===== src/rtl/read_fifo_register.sv =====
// Z80-readable byte FIFO: peripheral pushes bytes, each rising edge of i_read_strobe pops one.
// Optional fill-level interrupt is built only when READ_FIFO_IRQ_EN is defined.
module read_fifo_register #(
    parameter int unsigned ADDR_BITS = 3,
    parameter int unsigned IRQ_LEVEL = 1
) (
    input  logic       i_clk,
    input  logic       i_reset,
    input  logic       i_push,
    input  logic [7:0] i_push_data,
    output logic       o_push_ready,
    input  logic       i_read_strobe,
    input  logic       i_status_clear,
    output logic [7:0] o_data_out,
    output logic [7:0] o_status_out,
    output logic       o_irq
);

    localparam int unsigned DEPTH = 2 ** ADDR_BITS;
    localparam logic [ADDR_BITS:0] DEPTH_CNT = {1'b1, {ADDR_BITS{1'b0}}};

    logic [7:0]           r_mem [DEPTH];
    logic [ADDR_BITS-1:0] r_rd_ptr;
    logic [ADDR_BITS-1:0] r_wr_ptr;
    logic [ADDR_BITS:0]   r_count;
    logic                 r_overflow;
    logic                 r_underflow;
    logic                 r_rs_prev;

    logic       w_pop;
    logic       w_empty;
    logic       w_full;
    logic       w_push_acc;
    logic       w_pop_acc;
    logic       w_overflow_set;
    logic       w_underflow_set;
    logic [4:0] w_count_ext;
    logic [3:0] w_count_sat;

    always_comb begin
        w_pop           = i_read_strobe & ~r_rs_prev;
        w_empty         = (r_count == '0);
        w_full          = (r_count == DEPTH_CNT);
        // A pop in the same cycle frees the slot the push needs.
        w_push_acc      = i_push & (~w_full | w_pop);
        w_pop_acc       = w_pop & ~w_empty;
        w_overflow_set  = i_push & w_full & ~w_pop;
        w_underflow_set = w_pop & w_empty;
        w_count_ext     = 5'(r_count);
        w_count_sat     = w_count_ext[4] ? 4'hF : w_count_ext[3:0];
    end

    always_ff @(posedge i_clk) begin
        if (i_reset) begin
            r_rd_ptr    <= '0;
            r_wr_ptr    <= '0;
            r_count     <= '0;
            r_overflow  <= 1'b0;
            r_underflow <= 1'b0;
            r_rs_prev   <= 1'b0;
        end else begin
            r_rs_prev   <= i_read_strobe;
            r_overflow  <= w_overflow_set | (r_overflow & ~i_status_clear);
            r_underflow <= w_underflow_set | (r_underflow & ~i_status_clear);
            if (w_push_acc) begin
                r_wr_ptr <= r_wr_ptr + ADDR_BITS'(1);
            end
            if (w_pop_acc) begin
                r_rd_ptr <= r_rd_ptr + ADDR_BITS'(1);
            end
            case ({w_push_acc, w_pop_acc})
                2'b10:   r_count <= r_count + (ADDR_BITS + 1)'(1);
                2'b01:   r_count <= r_count - (ADDR_BITS + 1)'(1);
                default: r_count <= r_count;
            endcase
        end
    end

    // Storage needs no reset; pointers and count define validity.
    always_ff @(posedge i_clk) begin
        if (!i_reset && w_push_acc) begin
            r_mem[r_wr_ptr] <= i_push_data;
        end
    end

    always_comb begin
        o_data_out   = w_empty ? 8'h00 : r_mem[r_rd_ptr];
        o_status_out = {w_count_sat, r_underflow, r_overflow, w_full, ~w_empty};
        o_push_ready = ~w_full;
    end

`ifdef READ_FIFO_IRQ_EN
    logic r_irq;

    always_ff @(posedge i_clk) begin
        if (i_reset) begin
            r_irq <= 1'b0;
        end else begin
            r_irq <= (32'(r_count) >= IRQ_LEVEL);
        end
    end

    assign o_irq = r_irq & ~i_reset;
`else
    logic w_unused_irq_level;

    assign w_unused_irq_level = ^IRQ_LEVEL;
    assign o_irq              = 1'b0;
`endif

endmodule

===== config.mk =====
export PLATFORM = sky130hd
export DESIGN_NAME = read_fifo_register
export DESIGN_NICKNAME = d
export VERILOG_FILES = /design/src/rtl/read_fifo_register.sv
export SDC_FILE = /design/constraint.sdc
export NUM_CORES = 1
export LEC_CHECK = 0
export BUFFER_PORTS_ARGS = -buffer_cell sky130_fd_sc_hd__buf_4
export CORE_MARGIN = 1.5
export CORE_UTILIZATION = 25
export DETAILED_ROUTE_END_ITERATION = 16
export GPL_TIMING_DRIVEN = 0
export PLACE_DENSITY = 0.42
export SLEW_MARGIN = 10
export SYNTH_ARGS = -nofsm -noshare
export SYNTH_HDL_FRONTEND = slang
export SYNTH_SLANG_ARGS = --single-unit

===== constraint.sdc =====
create_clock -name i_clk -period 3.4 [get_ports i_clk]
set_input_delay 0.51 -clock i_clk [delete_from_list [all_inputs] [get_ports i_clk]]
set_output_delay 0.51 -clock i_clk [all_outputs]
set_load 0.05 [all_outputs]

== Word level (Yosys, flattened, before mapping) ==
Memories as Yosys holds them, arrays and structs flattened. A register that Yosys moved wholly into a read port is not among the register bits.
Cells that the tools add are included.

* ROM bits: 0
* Bits of input ports: 13
* Bits in latches: 0
* Flip-flop bits (word level): 13
* Logic and storage cells: 40
* Memory bits (writable): 64
* Memories: 1
* Output and inout port bits: 18

* Bitwise gates (word level): 16
* Reduce and logical (&&, ||, !) cells: 4
* Equality and inequality tests: 3
* Div/mod/pow operators: 0
* Multiply operators: 0
* Multiplexer cells: 6
* Order comparisons: 0
* Add/sub/neg operators: 4
* Shift operators: 0

{| class="wikitable"
|+ Memories
! memory !! words !! bits a word !! rd ports !! clocked after memory_dff !! wr ports !! line !! RTL
|-
| r_mem || 8 || 8 || 1 || 1 || 1 || 22 || <nowiki>logic [7:0] r_mem [DEPTH];</nowiki>
|}

{| class="wikitable"
|+ Operators by type and width
! operator !! number
|-
| 1-bit AND || 8
|-
| 8-bit 2-to-1 mux || 1
|-
| 4-bit case mux with 2 select lines || 1
|-
| 3-bit by 1-bit adder with 3-bit output (second input constant) || 2
|-
| 3-bit 2-to-1 mux || 2
|-
| 1-bit inverter || 5
|-
| 4-bit by 1-bit adder with 4-bit output (second input constant) || 1
|-
| 4-bit == test (second input constant) || 1
|-
| 4-bit zero test || 1
|-
| 4-bit by 1-bit subtractor with 4-bit output (second input constant) || 1
|-
| 1-bit bitwise OR || 3
|-
| 2-bit by 1-bit == test with 1-bit output (second input constant) || 1
|-
| 2-bit == test (second input constant) || 1
|-
| 1-bit 2-to-1 mux || 2
|-
| 2-bit nonzero test || 1
|-
| 1-bit logical AND || 1
|-
| 1-bit zero test || 1
|}

== Depth between registers and ports, before layout ==
Gate-level depths: netlist of the first run.

* Depth after elaboration: 7
* Depth in mapped cells: 12
* Gate-level depth less buffers: 10

== Worst setup path before layout of the first run ==
OpenSTA, ideal clock, no wires.

* Path kind: register to register
* Start: register r_count[1]
* End: register r_count[3]
* Buffers on the path: 2
* Data arrival time: 2.876 ns
* Setup time: 0.121 ns
* Data required time: 3.279 ns
* Path slack: 0.403 ns
* Cell stages (with the launch flop): 10
* Clock period less this slack: 2.997 ns
* Cells stage by stage: dfxtp_1 buf_6 nor4_4 inv_2 and2_1 buf_2 ha_1 or3_1 o32ai_1 mux2_2

* Elaborated cells on any way between the ends: 13
* Those cells by class: add/sub: 2; eq/ne: 3; mux: 1; bitwise: 5; reduce/logical: 2

{| class="wikitable"
|+ RTL lines
! element !! line !! RTL
|-
| start, declared || 25 || <nowiki>logic [ADDR_BITS:0] r_count;</nowiki>
|-
| start signal, assigned || 72 || <nowiki>2'b10: r_count <= r_count + (ADDR_BITS + 1)'(1);</nowiki>
|-
| start signal, assigned || 73 || <nowiki>2'b01: r_count <= r_count - (ADDR_BITS + 1)'(1);</nowiki>
|-
| start signal, assigned || 74 || <nowiki>default: r_count <= r_count;</nowiki>
|-
| 4-bit zero test * || 42 || <nowiki>w_empty = (r_count == '0);</nowiki>
|-
| 1-bit inverter * || n/a ||
|-
| via o_status_out[0] || 15 || <nowiki>output logic [7:0] o_status_out,</nowiki>
|-
| 1-bit AND * || 46 || <nowiki>w_pop_acc = w_pop & ~w_empty;</nowiki>
|-
| via w_pop_acc || 34 || <nowiki>logic w_pop_acc;</nowiki>
|-
| 2-bit by 1-bit == test with 1-bit output or 2-bit == test (tied branches) || 71 || <nowiki>case ({w_push_acc, w_pop_acc})</nowiki>
|-
| 4-bit case mux with 2 select lines or 2-bit nonzero test (tied branches) || n/a ||
|}

Mark *: on every way through the listed nets, which the timed path passes. The rest lies on a longest branch.
A chain may end at the register's enable or synchronous reset.

==> results.yml, run 1 <==
run_status:
  status: "finished, final reports clean"
clock_tree:
  clk_latency_ns: 0.33
  cts_hold_buf: 0
  cts_resized: 0
  clk_pin_slew_ns: 0.06
  cts_tree: "built"
  numCtsBuffers: 9
  root_buffer: "clkbuf_16"
  clock_path_buffers: 2
  cts.htree.levels: 3
  clock_sinks: 80
  cts_setup_buffers: 0
synth:
  synth-adder-area-share_pct: 1.91
  yosys.area_share.simple_pct: 8.04
  synthFlopType: "edfxtp_1"
  avgSynthCellArea_um2: 16.7
  synth_edf_count: 64
  synth-xor-area-share_pct: 1.87
  ys_warn_count: 0
  syn-num-nets: 215
  synth_compound_area_share_pct: 2.25
  yosysMostFrequentCell: "edfxtp_1"
  synth_top_cells_by_count: "edfxtp_1 (64), nor2_1 (24), dfxtp_1 (16), mux4_2 (16), mux2i_1 (11)"
  synth_top_area_share_pct: 58.5
  synth_top_family_by_area: "multiplexers"
  ys_seq_area_share_pct: 68.3
  yosysTopAreaCell: "edfxtp_1"
  muxShareOfSynthArea_pct: 14.7
  postSynthCellCount: 197
  synth-seq-cells: 80
  async_flop_share_pct: 0
  yosys-top-cells-area: "edfxtp_1 (59%), mux4_2 (11%), dfxtp_1 (9.8%)"
  synth.distinct_cells: 37
  syn_area_um2: 3280
floorplanning:
  core_um2: 12700
  fp.dieH_um: 118
  num_rows: 41
  dieWidth_um: 118
  die-area_um2: 13800
  initial_core_util_pct: 25.8
  io_pins: 31
worst_setup_path:
  critPathCaptureType: "primary output"
  required_ns: 2.89
  rrSetupSlack_ns: 0.34
  worstPathArrival_ns: 2.60
  worst-setup-path-type: "reg -> out"
  crit_fanout: 10
  start_kind: "flop"
placement:
  place_area_um2: 3770
  dp_hpwl_um: 4470
  place_ws_ns: 0.282
  routabilityCongestion: 0.694
  port_buffers: 28
drt:
  drtAntennaViolNets: 0
  vias: 1727
  drtPass1Iterations: 4
  detail_route.iter0.violations: 91
  detail_route.vias_per_cell: 4.13
  drc: 0
  routed_wl_um: 6630
  wl_per_cell_um: 15.9
timing:
  setup_violations: 0
  rsz0062_at_grt: "false"
  slew_headroom_pct: 36.5
  final.setup_skew_ns: 0.00660
  final-max-slew-violation-count: 0
  final.setup.worst_slack_ns: 0.287
  max_clock_freq_ghz: 0.321
  min_period_over_period_pct: 91.6
  hold_viol: 0
  period_needed_ns: 3.11
  tightestPinTransition_ns: 0.949
finish:
  n_antenna_cell: 0
  nets: 259
  area_growth_pct: 24.2
  stdcell_area_um2: 4080
  fillCellCount: 1309
  register_area_um2: 2240
  multi_input_area_um2: 973
  drive_gt1_share_pct: 33.3
power_and_ir_drop:
  finalPower_mw: 3.18
  p_leak_nw: 1.42
  pwr_density_cell_nw_per_um2: 780
  irDropWorstVdd_uv: 452
hold_path:
  min_path_type: "in -> reg"
global_routing:
  grt_usage_pct: 10.5
  grt_pass1_vias: 1831
  grt_antenna_before_repair: 0
  grt_start_max_net_pins: 14
  grt-ovfl-total: 0
  grt_pass1_wl_um: 10500
job:
  maxCapViolations: 0
worst paths after layout:
kind / cells past startpoint / end / start
worst max-delay path: 6 / o_data_out[1] / flop
worst min-delay path: 2 / r_rs_prev / i_read_strobe
worst max register to register: 9 / r_count[3] / r_count[1]
worst min register to register: 2 / r_rd_ptr[2] / r_rd_ptr[2]
report_power, final:
group          leakage, nW  total [mW]  internal (mW)  switching (mW)
sequential           0.709        1.16           1.11          0.0496
clock                0.151       0.986          0.638           0.348
combinational        0.561        1.03          0.384           0.648
total                 1.42        3.18           2.14            1.05
area by class of cell:
class / count / area share [%]
clock inverter: 5 / 1.81
buffer: 14 / 2.12
sequential: 80 / 55.0
tap: 172 / 5.28
inverter: 2 / 0.184
timing repair buffer: 33 / 6.07
multi-input combinational: 101 / 23.9
clock buffer: 11 / 5.71
per-layer routing:
metal	GRT usage (%)	wire, µm	part of all wire [%]	up-vias
li1	-	-	-	833
met1	12.9	3070	46	846
met2	16.7	3120	47	37
met3	3.73	345	5.2	11
met4	4.34	97	1.5	0
met5	0	0	0	-
layout by cell type, fill, tap and decap left out, types with 2 or more instances in the layout:
master,n
xor2_1,6
buf_2,3
nor3_2,4
edfxtp_1,64
clkbuf_16,9
nor2_1,24
mux4_2,16
buf_4,37
clkinv_2,2
a21oi_1,5
or3_1,3
bufinv_16,2
clkbuf_1,5
mux2i_1,11
buf_6,2
ha_1,5
dfxtp_1,16
nor2b_1,8
buf_1,2
cell families (layout without fill, tap and decap cells):
| group | after synthesis | count (layout) |
|---|---|---|
| flops | 80 | 80 |
| simple gates | 49 | 49 |
| mux | 28 | 28 |
| buf+inv | 16 | 65 |
| compound gates | 11 | 11 |
| xor+xnor | 7 | 7 |
| fa+ha+maj | 5 | 5 |
| other cells | 1 | 1 |
state kept, by name, indices dropped and copies added (netlist names), named ones only:
register	flops
r_mem	64
r_rs_prev	1
r_wr_ptr	3
r_underflow	1
r_rd_ptr	3
r_count	4
r_overflow	1
stage by stage:
stage / setup TNS [ns] / utilization, % / cells / hold WS, ns
3_5_place_dp: 0 / 29.7 / 402 / 0.508
4_1_cts: 0 / 32.1 / 418 / 0.390
5_1_grt: 0 / 32.1 / 418 / 0.412
3_3_place_gp: -2.71 / 29.2 / 397 / 0.511
2_1_floorplan: 0 / - / 197 / 0.485
6_report: 0 / 32.1 / 418 / 0.400
worst max-delay path, stage by stage (launching register included):
cell and delay (ns):
dfxtp_1 0.30, buf_1 0.41, clkbuf_1 0.61, mux4_2 0.40
mux2i_1 0.25, nor2_1 0.07, buf_4 0.23
No activity file was read; power rests on OpenSTA's default activity.
==> run 2, diff against run 1 <==
- GPL_TIMING_DRIVEN: 0 -> 1
==> run 2 against run 1 <==
Effect of this change: total power decreased by 4.9%; highest routed layer unchanged; critical endpoint is now r_count[2]; clock skew shrank 0.0028 ns; critical path depth is 3 higher; via count down 1.7%.
==> results.yml, run 2 (synthesis gave the netlist of run 1 again) <==
run_status:
  status: "finished, final reports clean"
finish:
  largest_reg_flops: 64
  final_cells: 412
  largestRegisters: "r_mem x64, r_count x4"
  n_antenna_cell: 0
  final_cell_mix: "edfxtp_1 (64), buf_4 (41), nor2_1 (24), mux4_2 (16), dfxtp_1 (16)"
  regMostFlops: "r_mem"
  area_growth_pct: 21.6
  final_common_cell: "edfxtp_1"
  fillCellCount: 1310
  drive_gt1_share_pct: 32.1
  nets: 253
power_and_ir_drop:
  power_frac_clock_pct: 28.3
  power_frac_comb_pct: 33.1
  internal_power_mw: 1.98
  seqPwrFrac_pct: 38.6
  p_sw_share_pct: 34.5
  power_switching_mw: 1.04
  finalPower_mw: 3.03
  irDropWorstVdd_uv: 376
  p_leak_nw: 1.37
  pwr_density_cell_nw_per_um2: 758
worst_setup_path:
  start_kind: "flop"
  critical-path-top-delay-family: "simple AND/OR/NAND/NOR gates"
  critPathMaxStageDelay_ns: 0.64
  cp_num_buf_inv: 0
  required_ns: 3.66
  worst-setup-path-type: "reg -> reg"
  path_cells: "or4b_4, o21ai_4, ha_1, xor2_1, ha_1, a21oi_1, xor2_1, or3_1, a21oi_1"
  worstPathArrival_ns: 2.86
  critPathSlowestCell: "or4b_4"
  crit_fanout: 8
  critPathCaptureType: "flop"
global_routing:
  grt_pass1_vias: 1798
  grt_start_max_net_pins: 19
  grt_pass1_wl_um: 10500
  grt-ovfl-total: 0
  grt_usage_pct: 10.4
  grt_antenna_before_repair: 0
drt:
  wl_per_cell_um: 15.9
  detail_route.iter0.violations: 167
  drtAntennaViolNets: 0
  routed_wl_um: 6560
  drc: 0
  vias: 1697
  drtPass1Iterations: 4
  detail_route.vias_per_cell: 4.12
clock_tree:
  cts_resized: 0
  numCtsBuffers: 9
  cts_hold_buf: 0
  root_buffer: "clkbuf_16"
  cts_tree: "built"
  cts_setup_buffers: 0
  cts.htree.levels: 3
  clk_latency_ns: 0.33
  clock_sinks: 80
  clk_pin_slew_ns: 0.06
  clock_path_buffers: 2
timing:
  max_clock_freq_ghz: 0.384
  rsz0062_at_grt: "false"
  whs_ns: 0.402
  setup_violations: 0
  final-max-slew-violation-count: 0
  hold_viol: 0
  min_period_over_period_pct: 76.5
  period_needed_ns: 2.60
  finalSetupTns_ns: 0
  slew_headroom_pct: 57.7
  final.setup_skew_ns: 0.00380
  tightestPinTransition_ns: 0.634
placement:
  dp.cells: 396
  dp_hpwl_um: 4000
  routabilityCongestion: 0.719
  port_buffers: 29
floorplanning:
  num_rows: 41
  core_um2: 12700
  fp.dieH_um: 118
  die-area_um2: 13800
  dieWidth_um: 118
  initial_core_util_pct: 25.8
  io_pins: 31
job:
  maxCapViolations: 0
hold_path:
  min_path_type: "in -> reg"
## run 2: changes by cell type in the layout (fill, tap and decap cells not counted), sizes merged
cell	before	now
buf	44	41
clkbuf	14	11
bufinv	2	0
clkinvlp	0	1
clkinv	3	4
## run 2: stage by stage
stage / util, % / cell area, µm² / setup slack, ns
finish: 31.4 / 3990 / 0.799
detailed placement: 29.3 / 3730 / 0.803
global placement: 29.3 / 3730 / 0.841
global route: 31.4 / 3990 / 0.581
floorplan: - / 3280 / 0.403
CTS: 31.4 / 3990 / 0.795
## run 2: cell type report
cell class / count / area [µm²] / share of cell area (%)
flip-flops and latches: 80 / 2240 / 56.2
multi-input cells: 101 / 953 / 23.9
repair buffers: 41 / 308 / 7.71
clock buffers: 11 / 233 / 5.83
well taps: 172 / 215 / 5.39
clock inverters: 5 / 33.8 / 0.846
inverters: 2 / 7.51 / 0.188
## run 2: final timing paths
check / start / end / slack [ns] / cells after the start
worst min register to register: r_rd_ptr[1] / r_rd_ptr[1] / 0.54 / 2
worst max register to register: r_count[1] / r_count[2] / 0.80 / 9
worst max-delay path: r_count[1] / r_count[2] / 0.80 / 9
worst min-delay path: i_read_strobe / r_rs_prev / 0.40 / 2
## run 2: power groups by stage
stage	registers [mW]	clock network, mW	logic (mW)
after floorplan	1.23	0	0.710
after global placement	1.19	0	1.02
after detailed placement	1.19	0	1.03
after CTS	1.17	0.886	1.03
after global routing	1.18	0.922	1.10
final	1.17	0.856	1.00
## run 2: layer usage
layer  global-route usage (%)  share of wire [%]  vias up
li1                         -                  -      820
met1                     12.7                 46      841
met2                     16.8                 48       30
met3                     3.49                4.0        6
met4                     4.34                1.4        0
met5                        0                  0        -
==> run 3, diff against run 2 <==
- PLACE_DENSITY: 0.42 -> 0.44
- clock period: 3.4 -> 2.32 ns (I/O delays scaled with it)
==> run 3 against run 2 <==
Effect of this change: count of clock-buffer cells in the layout unchanged; critical endpoint unchanged; sequential share of layout area shrank 1.5 points; worst hold slack got worse by 0.16 ns; largest power group unchanged; final cell count up 1.9%; via count increased by 3.5%; die area unchanged; sequential power rose by 45%.
==> results.yml, run 3 (synthesis gave the netlist of run 1 again) <==
power_and_ir_drop:
  finalPower_mw: 4.61
  irDropWorstVdd_uv: 640
  pwr_density_cell_nw_per_um2: 1120
  p_leak_nw: 1.41
finish:
  largestRegisters: "r_mem x64, r_count x4"
  final_cells: 420
  drive_gt1_share_pct: 38.3
  register_area_um2: 2250
  area_growth_pct: 25.6
  final_common_cell: "edfxtp_1"
  final_cell_mix: "edfxtp_1 (64), buf_4 (48), nor2_1 (24), mux4_2 (16), dfxtp_1 (12)"
  fillCellCount: 1293
  largest_reg_flops: 64
  n_antenna_cell: 0
  regMostFlops: "r_mem"
  stdcell_area_um2: 4120
  nets: 261
  multi_input_area_um2: 998
worst_setup_path:
  crit_fanout: 3
  required_ns: 2.58
  start_kind: "flop"
  critPathCaptureType: "flop"
  worst-setup-path-type: "reg -> reg"
  worstPathArrival_ns: 2.52
global_routing:
  grt_start_max_net_pins: 18
  grt_pass1_wl_um: 9970
  grt_antenna_before_repair: 0
  grt-ovfl-total: 0
  grt_pass1_vias: 1695
  grt_usage_pct: 9.98
clock_tree:
  cts_hold_buf: 0
  clk_pin_slew_ns: 0.06
  cts_setup_buffers: 0
  cts_resized: 0
  numCtsBuffers: 9
  clk_latency_ns: 0.33
  cts_tree: "built"
  clock_path_buffers: 2
  clock_sinks: 80
  cts.htree.levels: 3
  root_buffer: "clkbuf_16"
placement:
  port_buffers: 29
  dp.cells: 404
  place_area_um2: 3850
  dp_hpwl_um: 4020
  routabilityCongestion: 0.743
floorplanning:
  dieWidth_um: 118
  io_pins: 31
  die-area_um2: 13800
  num_rows: 41
  core_um2: 12700
  initial_core_util_pct: 25.8
  fp.dieH_um: 118
timing:
  period_needed_ns: 2.27
  setup_violations: 0
  hold_viol: 0
  min_period_over_period_pct: 97.7
  max_clock_freq_ghz: 0.441
  tightestPinTransition_ns: 0.981
  slew_headroom_pct: 34.4
  final.setup_skew_ns: 0.00577
  rsz0062_at_grt: "true"
  final-max-slew-violation-count: 0
run_status:
  status: "finished, final reports clean"
hold_path:
  min_path_type: "in -> reg"
drt:
  detail_route.iter0.violations: 127
  wl_per_cell_um: 15.6
  drc: 0
  vias: 1756
  drtPass1Iterations: 4
  detail_route.vias_per_cell: 4.18
  drtAntennaViolNets: 0
  routed_wl_um: 6540
job:
  maxCapViolations: 0
[run 3: cell type report]
cell class / instances / share of cell area (%)
clock inverters: 5 / 0.789
multi-input cells: 101 / 24.2
repair buffers: 49 / 9.22
clock buffers: 11 / 5.64
flip-flops and latches: 80 / 54.7
well taps: 172 / 5.22
inverters: 2 / 0.243
[run 3: path summary, 6_finish.rpt]
check / start / end / slack (ns) / depth (start not counted)
worst max register to register: r_count[0] / r_count[2] / 0.05 / 9
worst min-delay path: i_read_strobe / r_rs_prev / 0.24 / 2
worst min register to register: r_rd_ptr[2] / flop / 0.54 / 2
worst max-delay path: r_count[0] / r_count[2] / 0.05 / 9
[run 3: per-stage QoR]
step | setup slack, ns | hold slack (ns) | TNS, ns | util (%)
6_report | 0.0533 | 0.239 | 0 | 32.4
5_1_grt | -0.0521 | 0.246 | -0.0521 | 32.4
4_1_cts | 0.0185 | 0.230 | 0 | 32.4
3_5_place_dp | 0.0292 | 0.519 | 0 | 30.3
3_3_place_gp | 0.0559 | 0.516 | 0 | 30.3
2_1_floorplan | -0.278 | 0.447 | -0.547 | -
[run 3: worst max-delay path, stage by stage (launching register included)]
cell,delay [ns]
dfxtp_4,0.34
or4b_4,0.55
o21ai_4,0.21
ha_4,0.17
xor2_1,0.15
ha_2,0.19
a21oi_2,0.03
xor2_1,0.14
or3_1,0.30
a21oi_1,0.12
[run 3: report_power, final]
group | switching, mW | internal (mW)
Combinational | 0.993 | 0.663
Clock | 0.540 | 0.723
Sequential | 0.0526 | 1.64
Total | 1.59 | 3.03
[run 3: per-layer routing]
layer	track usage, %	wire length [µm]	vias to the layer above
met1	13.8	3210	858
met4	3.66	91	0
met2	15.0	2910	54
met5	0	0	-
li1	-	-	837
met3	2.86	320	7
